`config.mk`:
```
export PLATFORM = sky130hd
export DESIGN_NAME = sdrc_init_seq_flat
export DESIGN_NICKNAME = d
export VERILOG_FILES = /design/src/rtl/sdrc_init_seq_if.sv /design/src/rtl/sdrc_init_seq.sv /design/src/flat_wrapper.sv
export SDC_FILE = /design/constraint.sdc
export NUM_CORES = 1
export LEC_CHECK = 0
export ABC_CLOCK_PERIOD_IN_PS = 8000
export CORE_ASPECT_RATIO = 1.1
export CORE_MARGIN = 2
export CORE_UTILIZATION = 56
export DETAILED_ROUTE_END_ITERATION = 12
export GPL_TIMING_DRIVEN = 0
export PLACE_DENSITY_LB_ADDON = 0.05
export SLEW_MARGIN = 5
export SYNTH_ARGS = -nofsm -noshare
export SYNTH_HDL_FRONTEND = slang
export SYNTH_SLANG_ARGS = --single-unit
```
`constraint.sdc`:
```
create_clock -name sdram_clk -period 8 [get_ports sdram_clk]
set_clock_uncertainty 0.2 [all_clocks]
set_input_delay 2 -clock sdram_clk [delete_from_list [all_inputs] [get_ports sdram_clk]]
set_output_delay 2 -clock sdram_clk [all_outputs]
set_load 0.01 [all_outputs]
```
`src/rtl/sdrc_init_seq_if.sv`:
```
// SDRAM command-pin bundle produced by the power-up init sequencer.
// master = sequencer (drives the pins), slave = command mux / pad logic.
interface sdrc_init_seq_if #(
    parameter int SDR_AW = 13
);
    logic              sdr_cke;
    logic              sdr_cs_n;
    logic              sdr_ras_n;
    logic              sdr_cas_n;
    logic              sdr_we_n;
    logic [1:0]        sdr_ba;
    logic [SDR_AW-1:0] sdr_addr;
    logic              sdr_init_done;
    logic              init_busy;

    modport master (
        output sdr_cke, sdr_cs_n, sdr_ras_n, sdr_cas_n, sdr_we_n,
        output sdr_ba, sdr_addr, sdr_init_done, init_busy
    );

    modport slave (
        input  sdr_cke, sdr_cs_n, sdr_ras_n, sdr_cas_n, sdr_we_n,
        input  sdr_ba, sdr_addr, sdr_init_done, init_busy
    );
endinterface

```
`src/rtl/sdrc_init_seq.sv`:
```
// SDRAM power-up init sequencer: NOP wait, precharge-all, N auto-refreshes, load mode, done.
// Optional SDR_INIT_EXT_MODE_EN adds an extended mode-register load (ba=01) before DONE.
module sdrc_init_seq #(
    parameter int SDR_AW    = 13,
    parameter int PWRUP_CYC = 10000,
    parameter int AREF_NUM  = 2,
    parameter int TRFC_MIN  = 7
) (
    input  logic            sdram_clk,
    input  logic            sdram_resetn,
    input  logic            cfg_sdr_en,
    input  logic [2:0]      cfg_sdr_cas,
    input  logic [2:0]      cfg_sdr_bl,
    input  logic [3:0]      cfg_sdr_trp_d,
    input  logic [3:0]      cfg_sdr_trfc_d,
    input  logic [3:0]      cfg_sdr_tmrd_d,
    sdrc_init_seq_if.master sdr_if
);
    localparam int            PW         = $clog2(PWRUP_CYC + 1);
    localparam logic [PW-1:0] PWR_LAST   = PW'(PWRUP_CYC - 1);
    localparam logic [PW-1:0] PWR_TERM   = PW'(PWRUP_CYC);
    localparam logic [3:0]    AREF_LAST  = 4'(AREF_NUM);
    // A wait state always lasts at least one cycle, even if TRFC_MIN is 1.
    localparam logic [3:0]    TRFC_FLOOR = (TRFC_MIN > 1) ? 4'(TRFC_MIN - 1) : 4'd1;

    localparam logic [3:0] ST_IDLE  = 4'd0;
    localparam logic [3:0] ST_PWRUP = 4'd1;
    localparam logic [3:0] ST_PRE   = 4'd2;
    localparam logic [3:0] ST_TRP   = 4'd3;
    localparam logic [3:0] ST_AREF  = 4'd4;
    localparam logic [3:0] ST_TRFC  = 4'd5;
    localparam logic [3:0] ST_MRS   = 4'd6;
    localparam logic [3:0] ST_TMRD  = 4'd7;
    localparam logic [3:0] ST_DONE  = 4'd8;
`ifdef SDR_INIT_EXT_MODE_EN
    localparam logic [3:0] ST_EMRS  = 4'd9;
    localparam logic [3:0] ST_TEMRD = 4'd10;
`endif

    logic [3:0]        r_state;
    logic [3:0]        w_next;
    logic [PW-1:0]     r_pwr_cnt;
    logic [3:0]        r_wait_cnt;
    logic [3:0]        r_aref_cnt;

    logic [3:0]        w_trp_len;
    logic [3:0]        w_trfc_len;
    logic [3:0]        w_tmrd_len;
    logic [3:0]        w_wait_len;
    logic              w_in_wait;
    logic              w_wait_last;

    logic              w_cke;
    logic              w_cs_n;
    logic              w_ras_n;
    logic              w_cas_n;
    logic              w_we_n;
    logic [1:0]        w_ba;
    logic [SDR_AW-1:0] w_addr;
    logic              w_done;
    logic              w_busy;

    logic              r_cke;
    logic              r_cs_n;
    logic              r_ras_n;
    logic              r_cas_n;
    logic              r_we_n;
    logic [1:0]        r_ba;
    logic [SDR_AW-1:0] r_addr;
    logic              r_done;
    logic              r_busy;

    assign w_trp_len  = (cfg_sdr_trp_d == 4'd0) ? 4'd1 : cfg_sdr_trp_d;
    assign w_trfc_len = (cfg_sdr_trfc_d < TRFC_FLOOR) ? TRFC_FLOOR : cfg_sdr_trfc_d;
    assign w_tmrd_len = (cfg_sdr_tmrd_d == 4'd0) ? 4'd1 : cfg_sdr_tmrd_d;

    // NOTE: every signal written in always_comb gets a default first, so no latch is inferred.
    always_comb begin
        w_in_wait  = 1'b1;
        w_wait_len = 4'd1;
        case (r_state)
            ST_TRP:   w_wait_len = w_trp_len;
            ST_TRFC:  w_wait_len = w_trfc_len;
            ST_TMRD:  w_wait_len = w_tmrd_len;
`ifdef SDR_INIT_EXT_MODE_EN
            ST_TEMRD: w_wait_len = w_tmrd_len;
`endif
            default:  w_in_wait  = 1'b0;
        endcase
    end

    assign w_wait_last = w_in_wait && (r_wait_cnt == (w_wait_len - 4'd1));

    always_comb begin
        w_next = r_state;
        if (!cfg_sdr_en) begin
            w_next = ST_IDLE;
        end else begin
            case (r_state)
                ST_IDLE:  w_next = ST_PWRUP;
                ST_PWRUP: if (r_pwr_cnt == PWR_LAST) w_next = ST_PRE;
                ST_PRE:   w_next = ST_TRP;
                ST_TRP:   if (w_wait_last) w_next = ST_AREF;
                ST_AREF:  w_next = ST_TRFC;
                ST_TRFC:  if (w_wait_last) w_next = (r_aref_cnt < AREF_LAST) ? ST_AREF : ST_MRS;
                ST_MRS:   w_next = ST_TMRD;
`ifdef SDR_INIT_EXT_MODE_EN
                ST_TMRD:  if (w_wait_last) w_next = ST_EMRS;
                ST_EMRS:  w_next = ST_TEMRD;
                ST_TEMRD: if (w_wait_last) w_next = ST_DONE;
`else
                ST_TMRD:  if (w_wait_last) w_next = ST_DONE;
`endif
                ST_DONE:  w_next = ST_DONE;
                default:  w_next = ST_IDLE;
            endcase
        end
    end

    // Pins are decoded from the next state so they line up with the registered state.
    always_comb begin
        w_cke   = 1'b1;
        w_cs_n  = 1'b0;
        w_ras_n = 1'b1;
        w_cas_n = 1'b1;
        w_we_n  = 1'b1;
        w_ba    = 2'b00;
        w_addr  = '0;
        w_done  = 1'b0;
        w_busy  = 1'b1;
        case (w_next)
            ST_IDLE: begin
                w_cke  = 1'b0;
                w_cs_n = 1'b1;
                w_busy = 1'b0;
            end
            ST_PRE: begin
                w_ras_n    = 1'b0;
                w_we_n     = 1'b0;
                w_addr[10] = 1'b1;
            end
            ST_AREF: begin
                w_ras_n = 1'b0;
                w_cas_n = 1'b0;
            end
            ST_MRS: begin
                w_ras_n     = 1'b0;
                w_cas_n     = 1'b0;
                w_we_n      = 1'b0;
                w_addr[6:4] = cfg_sdr_cas;
                w_addr[2:0] = cfg_sdr_bl;
            end
`ifdef SDR_INIT_EXT_MODE_EN
            ST_EMRS: begin
                w_ras_n = 1'b0;
                w_cas_n = 1'b0;
                w_we_n  = 1'b0;
                w_ba    = 2'b01;
            end
`endif
            ST_DONE: begin
                w_done = 1'b1;
                w_busy = 1'b0;
            end
            default: ;
        endcase
    end

    // NOTE: sequential state is written only with non-blocking assignments.
    always_ff @(posedge sdram_clk or negedge sdram_resetn) begin
        if (!sdram_resetn) begin
            r_state    <= ST_IDLE;
            r_pwr_cnt  <= '0;
            r_wait_cnt <= 4'd0;
            r_aref_cnt <= 4'd0;
        end else begin
            r_state <= w_next;

            if (w_next == ST_IDLE)
                r_pwr_cnt <= '0;
            else if (r_state == ST_PWRUP && r_pwr_cnt != PWR_TERM)
                r_pwr_cnt <= r_pwr_cnt + 1'b1;

            if (cfg_sdr_en && w_in_wait && !w_wait_last)
                r_wait_cnt <= r_wait_cnt + 4'd1;
            else
                r_wait_cnt <= 4'd0;

            if (w_next == ST_IDLE)
                r_aref_cnt <= 4'd0;
            else if (r_state == ST_AREF)
                r_aref_cnt <= r_aref_cnt + 4'd1;
        end
    end

    always_ff @(posedge sdram_clk or negedge sdram_resetn) begin
        if (!sdram_resetn) begin
            r_cke   <= 1'b0;
            r_cs_n  <= 1'b1;
            r_ras_n <= 1'b1;
            r_cas_n <= 1'b1;
            r_we_n  <= 1'b1;
            r_ba    <= 2'b00;
            r_addr  <= '0;
            r_done  <= 1'b0;
            r_busy  <= 1'b0;
        end else begin
            r_cke   <= w_cke;
            r_cs_n  <= w_cs_n;
            r_ras_n <= w_ras_n;
            r_cas_n <= w_cas_n;
            r_we_n  <= w_we_n;
            r_ba    <= w_ba;
            r_addr  <= w_addr;
            r_done  <= w_done;
            r_busy  <= w_busy;
        end
    end

    assign sdr_if.sdr_cke       = r_cke;
    assign sdr_if.sdr_cs_n      = r_cs_n;
    assign sdr_if.sdr_ras_n     = r_ras_n;
    assign sdr_if.sdr_cas_n     = r_cas_n;
    assign sdr_if.sdr_we_n      = r_we_n;
    assign sdr_if.sdr_ba        = r_ba;
    assign sdr_if.sdr_addr      = r_addr;
    assign sdr_if.sdr_init_done = r_done;
    assign sdr_if.init_busy     = r_busy;
endmodule

```
`src/flat_wrapper.sv`:
```
// flat-port wrapper written by rule: the top's interface ports become plain ports
module sdrc_init_seq_flat 
#(
    parameter int SDR_AW    = 13,
    parameter int PWRUP_CYC = 10000,
    parameter int AREF_NUM  = 2,
    parameter int TRFC_MIN  = 7
)
  (sdram_clk, sdram_resetn, cfg_sdr_en, cfg_sdr_cas, cfg_sdr_bl, cfg_sdr_trp_d, cfg_sdr_trfc_d, cfg_sdr_tmrd_d, sdr_if_sdr_cke, sdr_if_sdr_cs_n, sdr_if_sdr_ras_n, sdr_if_sdr_cas_n, sdr_if_sdr_we_n, sdr_if_sdr_ba, sdr_if_sdr_addr, sdr_if_sdr_init_done, sdr_if_init_busy);
  sdrc_init_seq_if #(.SDR_AW(SDR_AW)) sdr_if_i ();
  input  logic sdram_clk;
  input  logic sdram_resetn;
  input  logic cfg_sdr_en;
  input  logic [2:0] cfg_sdr_cas;
  input  logic [2:0] cfg_sdr_bl;
  input  logic [3:0] cfg_sdr_trp_d;
  input  logic [3:0] cfg_sdr_trfc_d;
  input  logic [3:0] cfg_sdr_tmrd_d;
  output wire logic [$bits(sdr_if_i.sdr_cke)-1:0] sdr_if_sdr_cke;
  output wire logic [$bits(sdr_if_i.sdr_cs_n)-1:0] sdr_if_sdr_cs_n;
  output wire logic [$bits(sdr_if_i.sdr_ras_n)-1:0] sdr_if_sdr_ras_n;
  output wire logic [$bits(sdr_if_i.sdr_cas_n)-1:0] sdr_if_sdr_cas_n;
  output wire logic [$bits(sdr_if_i.sdr_we_n)-1:0] sdr_if_sdr_we_n;
  output wire logic [$bits(sdr_if_i.sdr_ba)-1:0] sdr_if_sdr_ba;
  output wire logic [$bits(sdr_if_i.sdr_addr)-1:0] sdr_if_sdr_addr;
  output wire logic [$bits(sdr_if_i.sdr_init_done)-1:0] sdr_if_sdr_init_done;
  output wire logic [$bits(sdr_if_i.init_busy)-1:0] sdr_if_init_busy;
  assign sdr_if_sdr_cke = sdr_if_i.sdr_cke;
  assign sdr_if_sdr_cs_n = sdr_if_i.sdr_cs_n;
  assign sdr_if_sdr_ras_n = sdr_if_i.sdr_ras_n;
  assign sdr_if_sdr_cas_n = sdr_if_i.sdr_cas_n;
  assign sdr_if_sdr_we_n = sdr_if_i.sdr_we_n;
  assign sdr_if_sdr_ba = sdr_if_i.sdr_ba;
  assign sdr_if_sdr_addr = sdr_if_i.sdr_addr;
  assign sdr_if_sdr_init_done = sdr_if_i.sdr_init_done;
  assign sdr_if_init_busy = sdr_if_i.init_busy;
  sdrc_init_seq #(.SDR_AW(SDR_AW), .PWRUP_CYC(PWRUP_CYC), .AREF_NUM(AREF_NUM), .TRFC_MIN(TRFC_MIN)) u_core (.sdram_clk(sdram_clk), .sdram_resetn(sdram_resetn), .cfg_sdr_en(cfg_sdr_en), .cfg_sdr_cas(cfg_sdr_cas), .cfg_sdr_bl(cfg_sdr_bl), .cfg_sdr_trp_d(cfg_sdr_trp_d), .cfg_sdr_trfc_d(cfg_sdr_trfc_d), .cfg_sdr_tmrd_d(cfg_sdr_tmrd_d), .sdr_if(sdr_if_i));
endmodule
```
==> results of run 1 <==
[area by class of cell]
type	instances	area, um2	area share [%]
buffer	16	128.9	4.562
clock inverter	2	13.76	0.4872
inverter	14	52.55	1.860
clock buffer	6	82.58	2.923
multi-input combinational	159	1121	39.68
sequential	40	1006	35.61
timing repair buffer	35	355.3	12.58
tap	52	65.06	2.303
[Yosys cell counts, drive strengths merged, types with 3 or more instances]
master / count
nor3: 6
buf: 13
dfrtp: 36
dfstp: 4
nor2: 28
nor4: 8
nand3: 4
xor2: 13
mux2i: 8
nor3b: 3
nand2: 18
inv: 14
xnor2: 7
ha: 5
o21ai: 7
or3: 6
and3: 4
a21oi: 4
nand2b: 3
[per-layer routing]
layer,global-route usage [%],up-vias,share of wire (%)
met2,34.94,27,49
met5,0,-,0
met1,27.67,787,46
met3,3.816,7,3.6
met4,7.092,0,1.6
li1,-,843,-
[report_power, final]
group          internal [mW]  total [mW]  switching [mW]
logic                 0.0182      0.0358          0.0176
clock network         0.0705       0.142          0.0711
registers              0.204       0.206         0.00133
[registers in the layout (all words and copies together) (netlist names), 4 cells and up]
name,cells
u_core.r_pwr_cnt,14
u_core.r_wait_cnt,4
u_core.r_aref_cnt,4
u_core.r_state,4
u_core.sdr_if.sdr_addr,7
[cell families after synthesis]
family / count (synthesis) / synth area share (%)
adder cells (fa/ha/maj): 5 / 2.741
flip-flops: 40 / 44.08
buffers and inverters: 30 / 7.949
AND/OR/NAND/NOR: 94 / 23.36
AO/OA/AOI/OAI: 24 / 8.334
XOR/XNOR: 20 / 9.156
multiplexers: 8 / 4.221
other: 1 / 0.1643
[through the flow]
step | hold slack [ns] | power (mW) | cell area (um2) | setup slack (ns)
after floorplan | 0.3031 | 0.2257 | 2308 | 3.414
after global placement | 0.3277 | 0.2442 | 2714 | 2.766
after detailed placement | 0.3381 | 0.2457 | 2729 | 2.681
after CTS | 0.3550 | 0.3872 | 2825 | 2.981
after global routing | 0.3781 | 0.3980 | 2825 | 2.794
final | 0.3499 | 0.3830 | 2825 | 2.988
[worst paths after layout]
check	slack (ns)	cells after the start	from	end
min	0.35	2	u_core.r_pwr_cnt[10]$_DFFE_PN0P_	u_core.r_pwr_cnt[10]$_DFFE_PN0P_
max reg2reg	4.52	13	u_core.r_state[3]$_DFF_PN0_	u_core.sdr_if.sdr_addr[4]$_DFF_PN0_
max	2.99	13	cfg_sdr_trp_d[3]	u_core.sdr_if.sdr_addr[4]$_DFF_PN0_
min reg2reg	0.35	2	u_core.r_pwr_cnt[10]$_DFFE_PN0P_	u_core.r_pwr_cnt[10]$_DFFE_PN0P_
max in group asynchronous	5.66	2	sdram_resetn	u_core.sdr_if.sdr_cas_n$_DFF_PN1_
min in group asynchronous	1.41	1	sdram_resetn	u_core.r_state[2]$_DFF_PN0_
[worst max-delay path, cell delays in order]
cell and delay [ns]:
clkdlybuf4s50_1 0.43, nor3_1 0.19, nor3b_1 0.07, o2111a_1 0.28, ha_1 0.38, xor2_4 0.18
nand2b_1 0.08, mux2i_2 0.25, and2_4 0.21, a32oi_2 0.15, or3_1 0.44, buf_6 0.16
nor4_2 0.18
==> flow_summary.ini, run 1 <==
[run_status]
status = completed

[cts]
cts-root-buf = clkbuf_8
clk_latency_ns = 0.29
cts_resized = 0
clkSinkCount = 40
cts_max_level = 2
clockBufferDepth = 2
cts_buffers = 5
cts_setup_buffers = 0
ctsHoldBuffers = 0
tritoncts = done
clkTransAtPathRegs_ns = 0.08

[synth]
synth_top_area_share_pct = 39.47
syn-cell-area_um2 = 2282
syn_inst = 222
yosys.area.top_type = dfrtp_1
synthArstFlopShare_pct = 100.0
synth_seq_cells = 40
synthFlopType = dfrtp_1
synth_edf_count = 0
yosysSeqAreaShare_pct = 44.08
synth.yosys.warnings = 0
synth_area_leaders = dfrtp_1, dfstp_2, nor2_1
netlist-cell-type-count = 55
avgSynthCellArea_um2 = 10.28

[drt]
wl_per_cell_um = 12.97
post-route-drc-count = 0
final_antenna_net_count = 0
first_iter_violations = 62
finalWirelength_um = 4201
dr_total_vias = 1664
vias_per_cell = 5.136
drt_pre_antenna_iters = 4

[finish]
synthToLayoutAreaGrowth_pct = 23.79
drive_above_1_share_pct = 16.54
num_antenna_cells = 0
layout.cells.non_filler = 324
fin_util_pct = 71.82
fillers = 298
final_common_cell = dfrtp_1
nNetsFinal = 297
final_cell_mix = dfrtp_1, clkdlybuf4s50_1, nor2_1, nand2_1, inv_1

[place]
dp_hpwl_um = 3266
portBuffers = 34
gp_congestion = 0.7897
dp_cells = 316

[floorplan]
rows = 24
core_area_um2 = 3934
initial_core_util_pct = 58.02
die_h_um = 70.96
io_pins = 43
die_area_um2 = 4603
die_w_um = 64.87

[run]
cap_violations = 0

[global_route]
grt_pass1_wl_um = 7410
antenna_found_initial = 0
grt_usage_pct = 21.00
gr-total-overflow = 0
grt_pass1_vias = 1649
grt_max_degree = 28

[timing]
finalSetupViolCount = 0
finalCriticalPeriod_ns = 5.012
finalSetupTns_ns = 0
post-route-period-util_pct = 62.65
worstMarginPinSlew_ns = 0.9243
max_freq_mhz = 199.5
rsz0062_at_grt = no
hold_viol = 0
slew_headroom_pct = 37.52
slew_violations = 0

[power]
power_density_nw_per_um2 = 135.6
ir_worst_vdd_mv = 0.1167
leakage_nw = 1.234

[setup_path]
cp.arrival_ns = 5.00
cp_max_fo = 7
worstSetupPathType = in2reg
endpoint_kind = register
cp.required_ns = 7.99
cp-start-kind = input port

[worst_hold_path]
min_path_type = reg2reg
Power figures use the tool's default switching activity.
==> run 2, diff against run 1 <==
Settings changed: ABC_CLOCK_PERIOD_IN_PS 8000 to 5000, CORE_UTILIZATION 56 to 52.
Clock period 8 ns to 5 ns, I/O delays scaled along.
==> run 2 against run 1 <==
Net effect: final cell count is 0.62% higher; wire length is 1.4% higher; die area is 7.2% higher; critical path type unchanged; via count is 1.1% higher; non-clock buffer count stayed put; largest power group unchanged; sequential power is 60% higher; worst setup slack worse by 2.2 ns; clock-buffer cell count stayed put; register-to-register slack worse by 3.0 ns; total power is 54% higher.
==> flow_summary.ini, run 2 (synthesized netlist as in run 1, its figures left out) <==
[run_status]
status = completed

[timing]
finalCriticalPeriod_ns = 4.228
slew_violations = 0
timing.hold.ws_ns = 0.3445
finalSetupViolCount = 0
post-route-period-util_pct = 84.57
rsz0062_at_grt = no
slew_headroom_pct = 42.84
hold_viol = 0
max_freq_mhz = 236.5
finalSetupTns_ns = 0
worstMarginPinSlew_ns = 0.8455

[setup_path]
worstSetupPathType = in2reg
cp.arrival_ns = 4.21
r2r-start = u_core.r_state[3]$_DFF_PN0_
r2r_slack_ns = 1.55
r2r_cells = 13
cp.required_ns = 4.99
endpoint_kind = register
cp_max_fo = 7
r2r_end = u_core.sdr_if.sdr_addr[6]$_DFF_PN0_
cp-start-kind = input port

[finish]
final_cell_mix = dfrtp_1, clkdlybuf4s50_1, nor2_1, nand2_1, inv_1
largest_reg_flops = 14
nNetsFinal = 297
layout.cells.non_filler = 326
final_common_cell = dfrtp_1
final-seq-area_um2 = 1006
multi_input_area_um2 = 1121
fillers = 389
drive_above_1_share_pct = 16.18
synthToLayoutAreaGrowth_pct = 23.41
top_register = u_core.r_pwr_cnt
num_antenna_cells = 0

[cts]
clk_latency_ns = 0.28
tritoncts = done
clkTransAtPathRegs_ns = 0.08
cts_resized = 0
clockBufferDepth = 2
cts_buffers = 5
clkSinkCount = 40
cts_setup_buffers = 0
cts_max_level = 2
ctsHoldBuffers = 0
cts-root-buf = clkbuf_8

[global_route]
grt_max_degree = 38
grt_pass1_vias = 1631
antenna_found_initial = 0
grt_usage_pct = 19.59
grt_pass1_wl_um = 7334
gr-total-overflow = 0

[worst_hold_path]
hold_path_end = u_core.r_aref_cnt[3]$_DFFE_PN0P_
hp-start = u_core.r_aref_cnt[3]$_DFFE_PN0P_
hold_depth = 2
min_path_type = reg2reg

[run]
cap_violations = 0

[floorplan]
initial_core_util_pct = 53.65
io_pins = 43
die_w_um = 67.17
rows = 25
die_h_um = 73.48
die_area_um2 = 4935
core_area_um2 = 4254

[power]
power_density_nw_per_um2 = 209.7
leakage_nw = 1.223
ir_worst_vdd_mv = 0.2237
p_total_mw = 0.5907

[drt]
drt_pre_antenna_iters = 4
post-route-drc-count = 0
final_antenna_net_count = 0
vias_per_cell = 5.163
dr_total_vias = 1683
wl_per_cell_um = 13.06
first_iter_violations = 70
finalWirelength_um = 4259

[place]
gp_congestion = 0.7990
dp_cells = 318
portBuffers = 34
dp_hpwl_um = 3236
run 2: final cells by class:
cell class,count,share of cell area (%)
Tap cell,54,2.399
Timing Repair Buffer,35,12.62
Clock buffer,6,2.577
Clock inverter,2,0.4442
Buffer,16,4.576
Multi-Input combinational cell,159,39.80
Inverter,14,1.866
Sequential cell,40,35.72
run 2: how the worst max path moves through the flow:
stage / slack, ns / start / cells past startpoint / end
floorplan: 1.16 / cfg_sdr_trp_d[1] / 12 / u_core.sdr_if.sdr_addr[0]$_DFF_PN0_
global route: 0.55 / cfg_sdr_trp_d[1] / 13 / u_core.sdr_if.sdr_addr[1]$_DFF_PN0_
global placement: 0.50 / cfg_sdr_trp_d[1] / 13 / u_core.sdr_if.sdr_addr[6]$_DFF_PN0_
finish: 0.77 / cfg_sdr_trp_d[1] / 13 / u_core.sdr_if.sdr_addr[6]$_DFF_PN0_
detailed placement: 0.46 / cfg_sdr_trp_d[1] / 13 / u_core.sdr_if.sdr_addr[6]$_DFF_PN0_
CTS: 0.76 / cfg_sdr_trp_d[1] / 13 / u_core.sdr_if.sdr_addr[6]$_DFF_PN0_
run 2: layer usage:
layer | track usage, % | share of wire [%] | up-vias
met5 | 0 | 0 | -
met4 | 5.215 | 0.96 | 0
met3 | 5.054 | 3.6 | 6
met2 | 33.22 | 49 | 28
met1 | 24.68 | 46 | 810
li1 | - | - | 839
run 2: worst max-delay path, stage by stage:
cell	delay (ns)
clkdlybuf4s50_1	0.42
nor3_1	0.20
nor3b_1	0.07
o2111a_1	0.28
ha_1	0.38
xor2_4	0.19
nand2b_1	0.08
mux2i_2	0.28
and2_4	0.22
a32oi_2	0.15
or3_1	0.41
buf_6	0.15
nor4_2	0.14
run 2: where the power goes:
part,switching (mW),leakage [nW],internal [mW]
Combinational,0.0279,0.645,0.0291
Clock,0.107,0.0412,0.0975
Sequential,0.00218,0.537,0.327
Total,0.137,1.22,0.454
run 2: through the flow:
| stage | area [um2] | util (%) | setup slack [ns] |
|---|---|---|---|
| floorplan | 2308 | - | 1.164 |
| global placement | 2716 | 63.85 | 0.5041 |
| detailed placement | 2731 | 64.21 | 0.4559 |
| CTS | 2816 | 66.21 | 0.7578 |
| global route | 2816 | 66.21 | 0.5462 |
| finish | 2816 | 66.21 | 0.7715 |
==> run 3, diff against run 2 <==
Settings changed: ABC_CLOCK_PERIOD_IN_PS 5000 to 3550, CORE_UTILIZATION 52 to 47.
Clock period 5 ns to 3.55 ns, I/O delays scaled along.
==> run 3 against run 2 <==
Net effect: worst hold slack worse by 0.0026 ns; sequential share of layout area is 2.2 points lower; clock power is 45% higher; utilization is 1.7 points lower; combinational power is 50% higher; critical path depth is 2 lower; non-clock buffer count is 5 higher; clock-buffer cell count stayed put; design area is 6.5% higher; global-route usage is 2.4 points lower; wire length is 6.2% higher; register-to-register slack worse by 1.2 ns; critical endpoint is now u_core.sdr_if.sdr_addr[2]$_DFF_PN0_; largest cell class unchanged; largest power group unchanged; highest routed layer unchanged.
==> flow_summary.ini, run 3 (synthesized netlist as in run 1, its figures left out) <==
[floorplan]
die_h_um = 77.09
initial_core_util_pct = 49.06
rows = 26
core_area_um2 = 4652
io_pins = 43
die_area_um2 = 5430
die_w_um = 70.44

[power]
leakage_nw = 1.371
power_density_nw_per_um2 = 281.5
ir_worst_vdd_mv = 0.2362

[setup_path]
cp.required_ns = 3.55
crit_start = cfg_sdr_trp_d[0]
r2r_slack_ns = 0.35
endpoint_kind = register
r2r_end = u_core.sdr_if.sdr_addr[2]$_DFF_PN0_
r2r_cells = 12
cp-start-kind = input port
worst_path_dominant_cell_family = simple AND/OR/NAND/NOR gates
cp.arrival_ns = 3.48
critPathSlowestCell = or3_4
worst_path_largest_cell_delay_ns = 0.50
cp_max_fo = 7
critical_path_cell_count = 11
crit_path_cell_trace = clkdlybuf4s50_1, nor3b_2, o2111a_2, ha_4, xor2_4, nand2b_1, mux2i_4, and2_4, a32oi_4, or3_4, nor4_4
worstSetupPathType = in2reg
worst-path-buf-inv = 1
crit_end = u_core.sdr_if.sdr_addr[2]$_DFF_PN0_
r2r-start = u_core.r_state[3]$_DFF_PN0_

[place]
dp_cells = 320
portBuffers = 34
dp_hpwl_um = 3254
gp_congestion = 0.7725
pre_cts_slack_ns = -0.6759

[global_route]
grt_pass1_wl_um = 7548
grt_usage_pct = 17.20
gr-total-overflow = 0
antenna_found_initial = 0
grt_pass1_vias = 1670
grt_max_degree = 22

[finish]
layout.cells.non_filler = 333
final_cell_mix = dfrtp_1, nor2_1, clkdlybuf4s50_1, nand2_1, buf_4
num_antenna_cells = 0
final_common_cell = dfrtp_1
drive_above_1_share_pct = 21.30
largest_reg_flops = 14
fillers = 398
top_register = u_core.r_pwr_cnt
nNetsFinal = 302
synthToLayoutAreaGrowth_pct = 31.41

[drt]
final_antenna_net_count = 0
post-route-drc-count = 0
finalWirelength_um = 4525
dr_total_vias = 1704
wl_per_cell_um = 13.59
vias_per_cell = 5.117
first_iter_violations = 98
drt_pre_antenna_iters = 4

[timing]
slew_headroom_pct = 42.40
slew_violations = 0
finalCriticalPeriod_ns = 3.476
finalSetupTns_ns = 0
hold_viol = 0
post-route-period-util_pct = 97.92
finalSetupViolCount = 0
fin_ws_ns = 0.07376
max_freq_mhz = 287.7
worstMarginPinSlew_ns = 0.8520

[cts]
cts_buffers = 5
clkSinkCount = 40
tritoncts = done
clkTransAtPathRegs_ns = 0.08
cts-root-buf = clkbuf_8
clockBufferDepth = 2
ctsHoldBuffers = 0
clk_latency_ns = 0.29
cts_max_level = 2

[worst_hold_path]
min_path_type = reg2reg

[run]
cap_violations = 0

[run_status]
status = completed
-- run 3: metal layers --
layer | part of all wire [%] | GRT usage, %
met5 | 0 | 0
met4 | 1.2 | 4.808
met3 | 4.3 | 4.468
met2 | 47 | 27.36
met1 | 48 | 23.18
-- run 3: through the flow --
stage	hold slack [ns]	total power [mW]	util, %	instance area, um2
2_1_floorplan	0.3031	0.5085	-	2308
3_3_place_gp	0.3292	0.5513	58.45	2719
3_5_place_dp	0.3259	0.5546	58.93	2741
4_1_cts	0.3444	0.8522	62.08	2888
5_1_grt	0.3843	0.8808	64.47	2999
6_report	0.3418	0.8443	64.47	2999
-- run 3: power breakdown --
part           total [mW]  internal [mW]  switching (mW)
sequential          0.464          0.461         0.00299
combinational      0.0854         0.0419          0.0435
clock               0.295          0.137           0.158
-- run 3: worst reg2reg max path, stage by stage (launching register included) --
cell      delay, ns
dfrtp_1        0.38
buf_6          0.13
and4bb_4       0.38
nand3_1        0.09
o2111a_2       0.19
ha_4           0.29
xor2_4         0.16
nand2b_1       0.11
mux2i_4        0.16
and2_4         0.19
a32oi_4        0.11
or3_4          0.50
nor4_4         0.23
-- run 3: how the worst min path moves through the flow --
stage          slack, ns                              from  cells after the start                                to
3_5_place_dp        0.33  u_core.r_pwr_cnt[10]$_DFFE_PN0P_                      2  u_core.r_pwr_cnt[10]$_DFFE_PN0P_
6_report            0.34  u_core.r_pwr_cnt[10]$_DFFE_PN0P_                      2  u_core.r_pwr_cnt[10]$_DFFE_PN0P_
2_1_floorplan       0.30  u_core.r_pwr_cnt[10]$_DFFE_PN0P_                      2  u_core.r_pwr_cnt[10]$_DFFE_PN0P_
3_3_place_gp        0.33  u_core.r_aref_cnt[3]$_DFFE_PN0P_                      2  u_core.r_aref_cnt[3]$_DFFE_PN0P_
4_1_cts             0.34  u_core.r_pwr_cnt[10]$_DFFE_PN0P_                      2  u_core.r_pwr_cnt[10]$_DFFE_PN0P_
5_1_grt             0.38  u_core.r_pwr_cnt[13]$_DFFE_PN0P_                      2  u_core.r_pwr_cnt[13]$_DFFE_PN0P_
-- run 3: repair_timing --
action / CTS / global route
gates cloned: 0 / 0
endpoints found under the hold margin: 0 / 0
resized for setup: 9 / 17
pin swaps: 6 / 10
setup endpoints to repair: 16 / 19
buffers inserted: 2 / 4
-- run 3: area by class of cell --
| cell class | count | area (um2) | share of cell area [%] |
|---|---|---|---|
| plain buffers | 15 | 117.6 | 3.922 |
| well taps | 56 | 70.07 | 2.336 |
| flip-flops and latches | 40 | 1006 | 33.54 |
| repair buffers | 41 | 440.4 | 14.68 |
| multi-input cells | 159 | 1227 | 40.93 |
| clock buffers | 6 | 72.57 | 2.420 |
| inverters | 14 | 52.55 | 1.752 |
| clock inverters | 2 | 12.51 | 0.4172 |
